### src/rtl/subtractor_serial.sv
// Bit-serial subtractor: d = a - b - bin over WIDTH bits, one bit per clock, LSB first.
// Define SUBTRACTOR_SERIAL_FLAGS_EN to add the registered eq/ovf result flags.
module subtractor_serial #(
    parameter int unsigned WIDTH = 4
) (
    input  logic             clk,
    input  logic             rst_n,
    input  logic             start,
    input  logic [WIDTH-1:0] a,
    input  logic [WIDTH-1:0] b,
    input  logic             bin,
    output logic             busy,
    output logic             done,
    output logic [WIDTH-1:0] d,
    output logic             bout
`ifdef SUBTRACTOR_SERIAL_FLAGS_EN
    ,
    output logic             eq,
    output logic             ovf
`endif
);

    // Wide enough to hold WIDTH itself, so the count can never wrap early.
    localparam int unsigned CntW = $clog2(WIDTH + 1);

    typedef enum logic {StIdle, StRun} state_t;

    state_t           state_q;
    logic [WIDTH-1:0] a_sh_q;
    logic [WIDTH-1:0] b_sh_q;
    logic [WIDTH-1:0] res_q;
    logic             br_q;
    logic [CntW-1:0]  cnt_q;

    logic             a_i;
    logic             b_i;
    logic             diff_bit;
    logic             br_next;
    logic [WIDTH-1:0] res_next;
    logic             last_bit;

`ifdef SUBTRACTOR_SERIAL_FLAGS_EN
    logic a_msb_q;
    logic b_msb_q;
`endif

    always_comb begin
        a_i      = a_sh_q[0];
        b_i      = b_sh_q[0];
        diff_bit = a_i ^ b_i ^ br_q;
        br_next  = (~a_i & b_i) | (~(a_i ^ b_i) & br_q);
        // Difference bits enter from the MSB side; after WIDTH shifts bit 0 lands at d[0].
        res_next            = res_q >> 1;
        res_next[WIDTH-1]   = diff_bit;
        last_bit = (cnt_q == CntW'(WIDTH - 1));
    end

    always_ff @(posedge clk or negedge rst_n) begin
        if (!rst_n) begin
            state_q <= StIdle;
            a_sh_q  <= '0;
            b_sh_q  <= '0;
            res_q   <= '0;
            br_q    <= 1'b0;
            cnt_q   <= '0;
            busy    <= 1'b0;
            done    <= 1'b0;
            d       <= '0;
            bout    <= 1'b0;
`ifdef SUBTRACTOR_SERIAL_FLAGS_EN
            a_msb_q <= 1'b0;
            b_msb_q <= 1'b0;
            eq      <= 1'b0;
            ovf     <= 1'b0;
`endif
        end else begin
            done <= 1'b0;
            unique case (state_q)
                StIdle: begin
                    if (start) begin
                        a_sh_q  <= a;
                        b_sh_q  <= b;
                        br_q    <= bin;
                        res_q   <= '0;
                        cnt_q   <= '0;
                        busy    <= 1'b1;
                        state_q <= StRun;
`ifdef SUBTRACTOR_SERIAL_FLAGS_EN
                        a_msb_q <= a[WIDTH-1];
                        b_msb_q <= b[WIDTH-1];
`endif
                    end
                end
                StRun: begin
                    a_sh_q <= a_sh_q >> 1;
                    b_sh_q <= b_sh_q >> 1;
                    br_q   <= br_next;
                    res_q  <= res_next;
                    cnt_q  <= cnt_q + CntW'(1);
                    if (last_bit) begin
                        state_q <= StIdle;
                        busy    <= 1'b0;
                        done    <= 1'b1;
                        d       <= res_next;
                        bout    <= br_next;
`ifdef SUBTRACTOR_SERIAL_FLAGS_EN
                        eq      <= (res_next == '0);
                        ovf     <= (a_msb_q != b_msb_q) && (res_next[WIDTH-1] != a_msb_q);
`endif
                    end
                end
                default: state_q <= StIdle;
            endcase
        end
    end

endmodule

### config.mk
export PLATFORM = sky130hd
export DESIGN_NAME = subtractor_serial
export DESIGN_NICKNAME = d
export VERILOG_FILES = /design/src/rtl/subtractor_serial.sv
export SDC_FILE = /design/constraint.sdc
export NUM_CORES = 1
export LEC_CHECK = 0
export CORE_ASPECT_RATIO = 0.75
export CORE_MARGIN = 3
export CORE_UTILIZATION = 33
export DETAILED_ROUTE_END_ITERATION = 8
export PLACE_DENSITY_LB_ADDON = 0.05
export REMOVE_ABC_BUFFERS = 1
export SETUP_SLACK_MARGIN = 0.15
export SLEW_MARGIN = 40
export SYNTH_ARGS = -nofsm -noshare
export SYNTH_HDL_FRONTEND = slang
export SYNTH_SLANG_ARGS = --single-unit
### constraint.sdc
create_clock -name clk -period 1.6 [get_ports clk]
set_clock_uncertainty 0.2 [all_clocks]
set_input_delay 0.16 -clock clk [delete_from_list [all_inputs] [get_ports clk]]
set_output_delay 0.16 -clock clk [all_outputs]
set_load 0.03 [all_outputs]
==> flow_summary.yaml, run 1 <==
setup_path:
  critPathBufInv: 1
  crit_path_start_kind: "flip-flop"
  cpLargestDelayFamily: "adder cells"
  critPathArrivalTime_ns: 1.45
  critPathCaptureType: "flip-flop"
  critPathMaxStageDelay_ns: 0.51
  crit_path_top_delay_cell: "fa_1"
  path_class: "reg -> reg"
  path_max_fanout: 2
  cp_data_required_time_ns: 1.55
  path_cells: "inv_2 > fa_1 > mux2_4"
routing:
  avgRoutedWirePerCell_um: 12.5
  route.antenna.remaining_nets: 0
  drt-initial-drc-count: 43
  finalWirelength_mm: 1.75
  num_vias: 639
  drc: 0
  dr.pass1.iters: 4
  via_per_inst: 4.56
placement:
  dp_hpwl_mm: 1.23
  gp_congestion: 0.638
  portBuffers: 18
  place_inst: 133
  post-place-ws_ns: 0.0246
run:
  cap_violations: 0
floorplan:
  die_y_um: 53.9
  die_w_um: 69.9
  coreArea_um2: 2760
  row_count: 16
  io_pins: 19
  die_area_um2: 3770
  start_util_pct: 36.6
synthesis:
  yosysMostFrequentCell: "dfrtp_1"
  ys_warn_count: 0
  ys.flop_type: "dfrtp_1"
  synth-edff-count: 0
  synth_cells: 78
  async_flop_share_pct: 100
  synthTopCellsByCount: "dfrtp_1, mux2i_1, inv_1"
  synth_sequential_area_ratio_pct: 56.9
  synth_area_um2: 1010
  synth_top_area_share_pct: 56.9
  synth-seq-cells: 23
  syn_avg_cell_area_um2: 13.0
  synth_top_cell_by_area: "dfrtp_1"
  synth_cell_types: 18
  synth_area_leaders: "dfrtp_1, mux2i_1, mux2_4"
layout:
  n_antenna_cell: 0
  final_nets: 121
  fin_cells: 140
  drive_gt1_share_pct: 21.2
  area_growth_syn_to_layout_pct: 33.2
  final_util_pct: 48.7
sta:
  worstMarginPinSlew_ns: 0.304
  fin_ws_ns: 0.0989
  period_needed_ns: 1.50
  setup_tns_ns: 0
  hold_ws_ns: 0.0547
  period_share_pct: 93.8
  grt_setup_unrepaired: "yes"
  hold_violations: 0
  relSlewSlack_pct: 79.8
  final-max-slew-violation-count: 0
  max_clock_freq_ghz: 0.666
  setup_viol: 0
global_route:
  grt_first_pass_wirelength_mm: 3.06
  grt_pass1_vias: 648
  grt_max_degree: 24
  gr-usage-all-layers_pct: 10.5
  overflow: 0
  antenna_found_initial: 0
status:
  outcome: "finished, final reports clean"
power:
  ir_drop_mv: 1.07
  p_per_area_nw_per_um2: 1900
  p_leak_nw: 0.663
clock_network:
  clk_pin_slew_ns: 0.07
  htreeDepth: 1
  insertion_delay_ns: 0.26
  max-clock-path-buffers: 2
  numCtsBuffers: 3
  cts_tree: "built"
  clock-sinks: 23
  cts_hold_buf: 0
  cts_root_buffer: "clkbuf_8"
worst_hold_path:
  hp-class: "in -> async"
## final timing paths
path,start,end,slack (ns),cells past startpoint
setup / recovery,br_q,d[3],0.1,3
hold / removal,rst_n,a_sh_q[1],0.05,2
setup reg to reg,br_q,d[3],0.1,3
hold reg to reg,b_sh_q[3],b_sh_q[2],0.29,2
max in group asynchronous,rst_n,b_sh_q[0],0.92,2
min in group clk,b_sh_q[3],b_sh_q[2],0.29,2
## layout by cell type (no fill, tap or decap)
| cell type | n |
|---|---|
| dfrtp_1 | 23 |
| mux2i_1 | 11 |
| clkdlybuf4s50_1 | 11 |
| nand2_1 | 6 |
| o21ai_1 | 6 |
| dlygate4sd2_1 | 6 |
| buf_4 | 6 |
| inv_1 | 5 |
| a22o_1 | 5 |
| mux2_4 | 4 |
| nor2_1 | 3 |
| clkbuf_8 | 3 |
| inv_2 | 2 |
| ha_4 | 2 |
| nand2_4 | 1 |
| nor2_4 | 1 |
| a21oi_1 | 1 |
| mux2_2 | 1 |
| o22ai_1 | 1 |
| fa_1 | 1 |
| ha_1 | 1 |
| clkbuf_1 | 1 |
| clkdlybuf4s15_1 | 1 |
| buf_6 | 1 |
| buf_12 | 1 |
## kinds of logic (layout without fill, tap and decap cells)
family          after synthesis  in the layout  synth area share [%]
compound gates               13             13                  8.42
flops                        23             23                  56.9
fa+ha+maj                     4              4                  5.69
buf+inv                      11             37                  5.45
mux                          16             16                  17.9
simple gates                 11             11                  5.57
## through the flow
stage | area [µm²] | power [W]
floorplan | 982 | 0.00175
global placement | 1260 | 0.00214
detailed placement | 1260 | 0.00216
CTS | 1320 | 0.00254
global route | 1350 | 0.00275
finish | 1350 | 0.00256
## state kept, by name, summed over array words and instances (netlist names)
register	cells
a_sh_q	4
b_sh_q	4
d	4
cnt_q	3
res_q	3
bout	1
br_q	1
busy	1
done	1
state_q	1
## power breakdown
group	total, W	leakage [nW]	internal [W]	switching, W
Sequential	0.00101	0.289	0.000837	0.000173
Combinational	0.00120	0.351	0.000623	0.000574
Clock	0.000350	0.0228	0.000177	0.000172
## timing repair
| item | in CTS | in global routing |
|---|---|---|
| gates resized for setup | 12 | 3 |
| endpoints found under the hold margin | 0 | 0 |
| buffers inserted | 2 | 1 |
| pin swaps | 2 | 1 |
| endpoints found under the setup margin | 13 | 8 |
## per-layer routing
| metal | global-route usage [%] | vias up | wire, µm |
|---|---|---|---|
| li1 | - | 313 | - |
| met1 | 14.0 | 313 | 847 |
| met2 | 16.1 | 13 | 797 |
| met3 | 4.66 | 0 | 100 |
| met4 | 1.91 | 0 | 0 |
| met5 | 0 | - | 0 |
## worst reg2reg max path: stages (launching register included)
cell,delay (ns)
dfrtp_1,0.36
inv_2,0.04
fa_1,0.51
mux2_4,0.28
## final cells by class
cell class	count	area, µm²
tap	36	45.0
timing repair buffer	26	249
fill	258	1420
multi-input combinational	44	405
sequential	23	576
clock buffer	4	45.0
inverter	7	26.3
(Power assumes the default switching activity.)
==> run 2: changes to the inputs <==
--- a/config.mk
+++ b/config.mk
@@ -5,7 +5,6 @@
 export SDC_FILE = /design/constraint.sdc
 export NUM_CORES = 1
 export LEC_CHECK = 0
-export CORE_ASPECT_RATIO = 0.75
 export CORE_MARGIN = 3
 export CORE_UTILIZATION = 33
 export DETAILED_ROUTE_END_ITERATION = 8
==> flow_summary.yaml, run 2 (synthesized netlist as in run 1, its figures left out) <==
status:
  outcome: "finished, final reports clean"
worst_hold_path:
  hold_end: "a_sh_q[3]"
  hold_depth: 3
  hp-start: "a[3]"
  hp-class: "in -> reg"
clock_network:
  clock-sinks: 23
  max-clock-path-buffers: 2
  cts_tree: "built"
  cts_root_buffer: "clkbuf_4"
  insertion_delay_ns: 0.30
  numCtsBuffers: 3
  htreeDepth: 1
  clk_pin_slew_ns: 0.12
power:
  p_leak_nw: 0.650
  netSwitchingPower_w: 0.000912
  intPower_w: 0.00156
  ir_drop_mv: 0.801
  p_per_area_nw_per_um2: 1880
  power_frac_clock_pct: 10.5
  swShare_pct: 36.8
  p_seq_share_pct: 40.9
  p_comb_share_pct: 48.6
setup_path:
  cpLargestDelayFamily: "adder cells"
  cp_data_required_time_ns: 1.60
  r2r_cells: 3
  worstReg2RegEnd: "d[3]"
  rrSetupSlack_ns: 0.11
  crit_path_start_kind: "flip-flop"
  crit_path_top_delay_cell: "fa_1"
  reg2reg_from: "br_q"
  critPathMaxStageDelay_ns: 0.49
  path_max_fanout: 2
  path_cells: "inv_2 > fa_1 > mux2_4"
  critPathCaptureType: "flip-flop"
  critPathArrivalTime_ns: 1.49
  critPathBufInv: 1
  path_class: "reg -> reg"
layout:
  final_cell_mix: "dfrtp_1, mux2i_1, clkdlybuf4s50_1"
  n_antenna_cell: 0
  final_common_cell: "dfrtp_1"
  drive_gt1_share_pct: 25.5
  area_growth_syn_to_layout_pct: 30.6
  final_util_pct: 46.7
  final_nets: 123
  fin_cells: 137
  fillers: 280
  reg_top3: "a_sh_q: 4 flops, b_sh_q: 4 flops, d: 4 flops"
global_route:
  grt_first_pass_wirelength_mm: 3.02
  grt_pass1_vias: 698
  antenna_found_initial: 0
  overflow: 0
  gr-usage-all-layers_pct: 11.0
  grt_max_degree: 24
routing:
  dr.pass1.iters: 4
  finalWirelength_mm: 1.73
  via_per_inst: 4.81
  num_vias: 659
  drt-initial-drc-count: 13
  drc: 0
  avgRoutedWirePerCell_um: 12.6
  route.antenna.remaining_nets: 0
sta:
  grt_setup_unrepaired: "yes"
  hold_ws_ns: 0.258
  period_share_pct: 93.2
  final-max-slew-violation-count: 0
  max_clock_freq_ghz: 0.671
  period_needed_ns: 1.49
  setup_viol: 0
  worstMarginPinSlew_ns: 0.456
  hold_violations: 0
  setup_tns_ns: 0
  relSlewSlack_pct: 69.6
placement:
  place_inst: 127
  gp_congestion: 0.664
  dp_hpwl_mm: 1.17
  portBuffers: 18
floorplan:
  die_area_um2: 3760
  die_w_um: 61.4
  io_pins: 19
  row_count: 19
  start_util_pct: 35.7
  coreArea_um2: 2830
  die_y_um: 61.4
run:
  cap_violations: 0
run 2: area by class of cell:
| type | count | area, µm² | area share, % |
|---|---|---|---|
| Sequential cell | 23 | 576 | 43.6 |
| Multi-Input combinational cell | 44 | 404 | 30.6 |
| Timing Repair Buffer | 28 | 249 | 18.9 |
| Tap cell | 31 | 38.8 | 2.94 |
| Clock buffer | 4 | 26.3 | 1.99 |
| Inverter | 7 | 26.3 | 1.99 |
run 2: how the worst max path moves through the flow:
stage,slack [ns],startpoint,endpoint,cells past startpoint
final,0.11,br_q,d[3],3
after floorplan,0.05,state_q,d[0],2
after global placement,0.04,cnt_q[0],d[1],4
after CTS,0.10,br_q,d[3],3
after global routing,0.05,br_q,d[3],3
after detailed placement,0.01,cnt_q[0],d[0],4
run 2: through the flow:
stage                     worst slack [ns]  cell area (µm²)  total power [W]
final                                0.109             1320          0.00248
after global routing                0.0506             1320          0.00269
after CTS                            0.101             1320          0.00247
after detailed placement            0.0134             1240          0.00215
after global placement              0.0400             1240          0.00212
after floorplan                     0.0489              982          0.00175
run 2: per-layer routing:
| layer | GRT usage [%] | routed length [µm] | up-vias |
|---|---|---|---|
| met2 | 18.4 | 819 | 19 |
| met3 | 3.77 | 108 | 2 |
| li1 | - | - | 319 |
| met4 | 2.73 | 13 | 0 |
| met1 | 13.7 | 789 | 319 |
| met5 | 0 | 0 | - |
run 2: worst register-to-register path, stage by stage, from the launching register on:
cell	delay [ns]
dfrtp_1	0.38
inv_2	0.04
fa_1	0.49
mux2_4	0.28
run 2: repair_timing:
item                                   4_1_cts  5_1_grt
hold buffers                                 1        0
buffers inserted                             4        1
pin swaps                                    2        2
setup endpoints to repair                   13       13
endpoints found under the hold margin       12        0
resized for setup                           14        9
run 2: power groups by stage:
stage / Clock [W] / Sequential (W) / Combinational (W)
after CTS: 0.000280 / 0.00101 / 0.00118
after global routing: 0.000300 / 0.00106 / 0.00133
final: 0.000259 / 0.00101 / 0.00120
after detailed placement: 0 / 0.00102 / 0.00112
after global placement: 0 / 0.00102 / 0.00110
after floorplan: 0 / 0.00119 / 0.000554
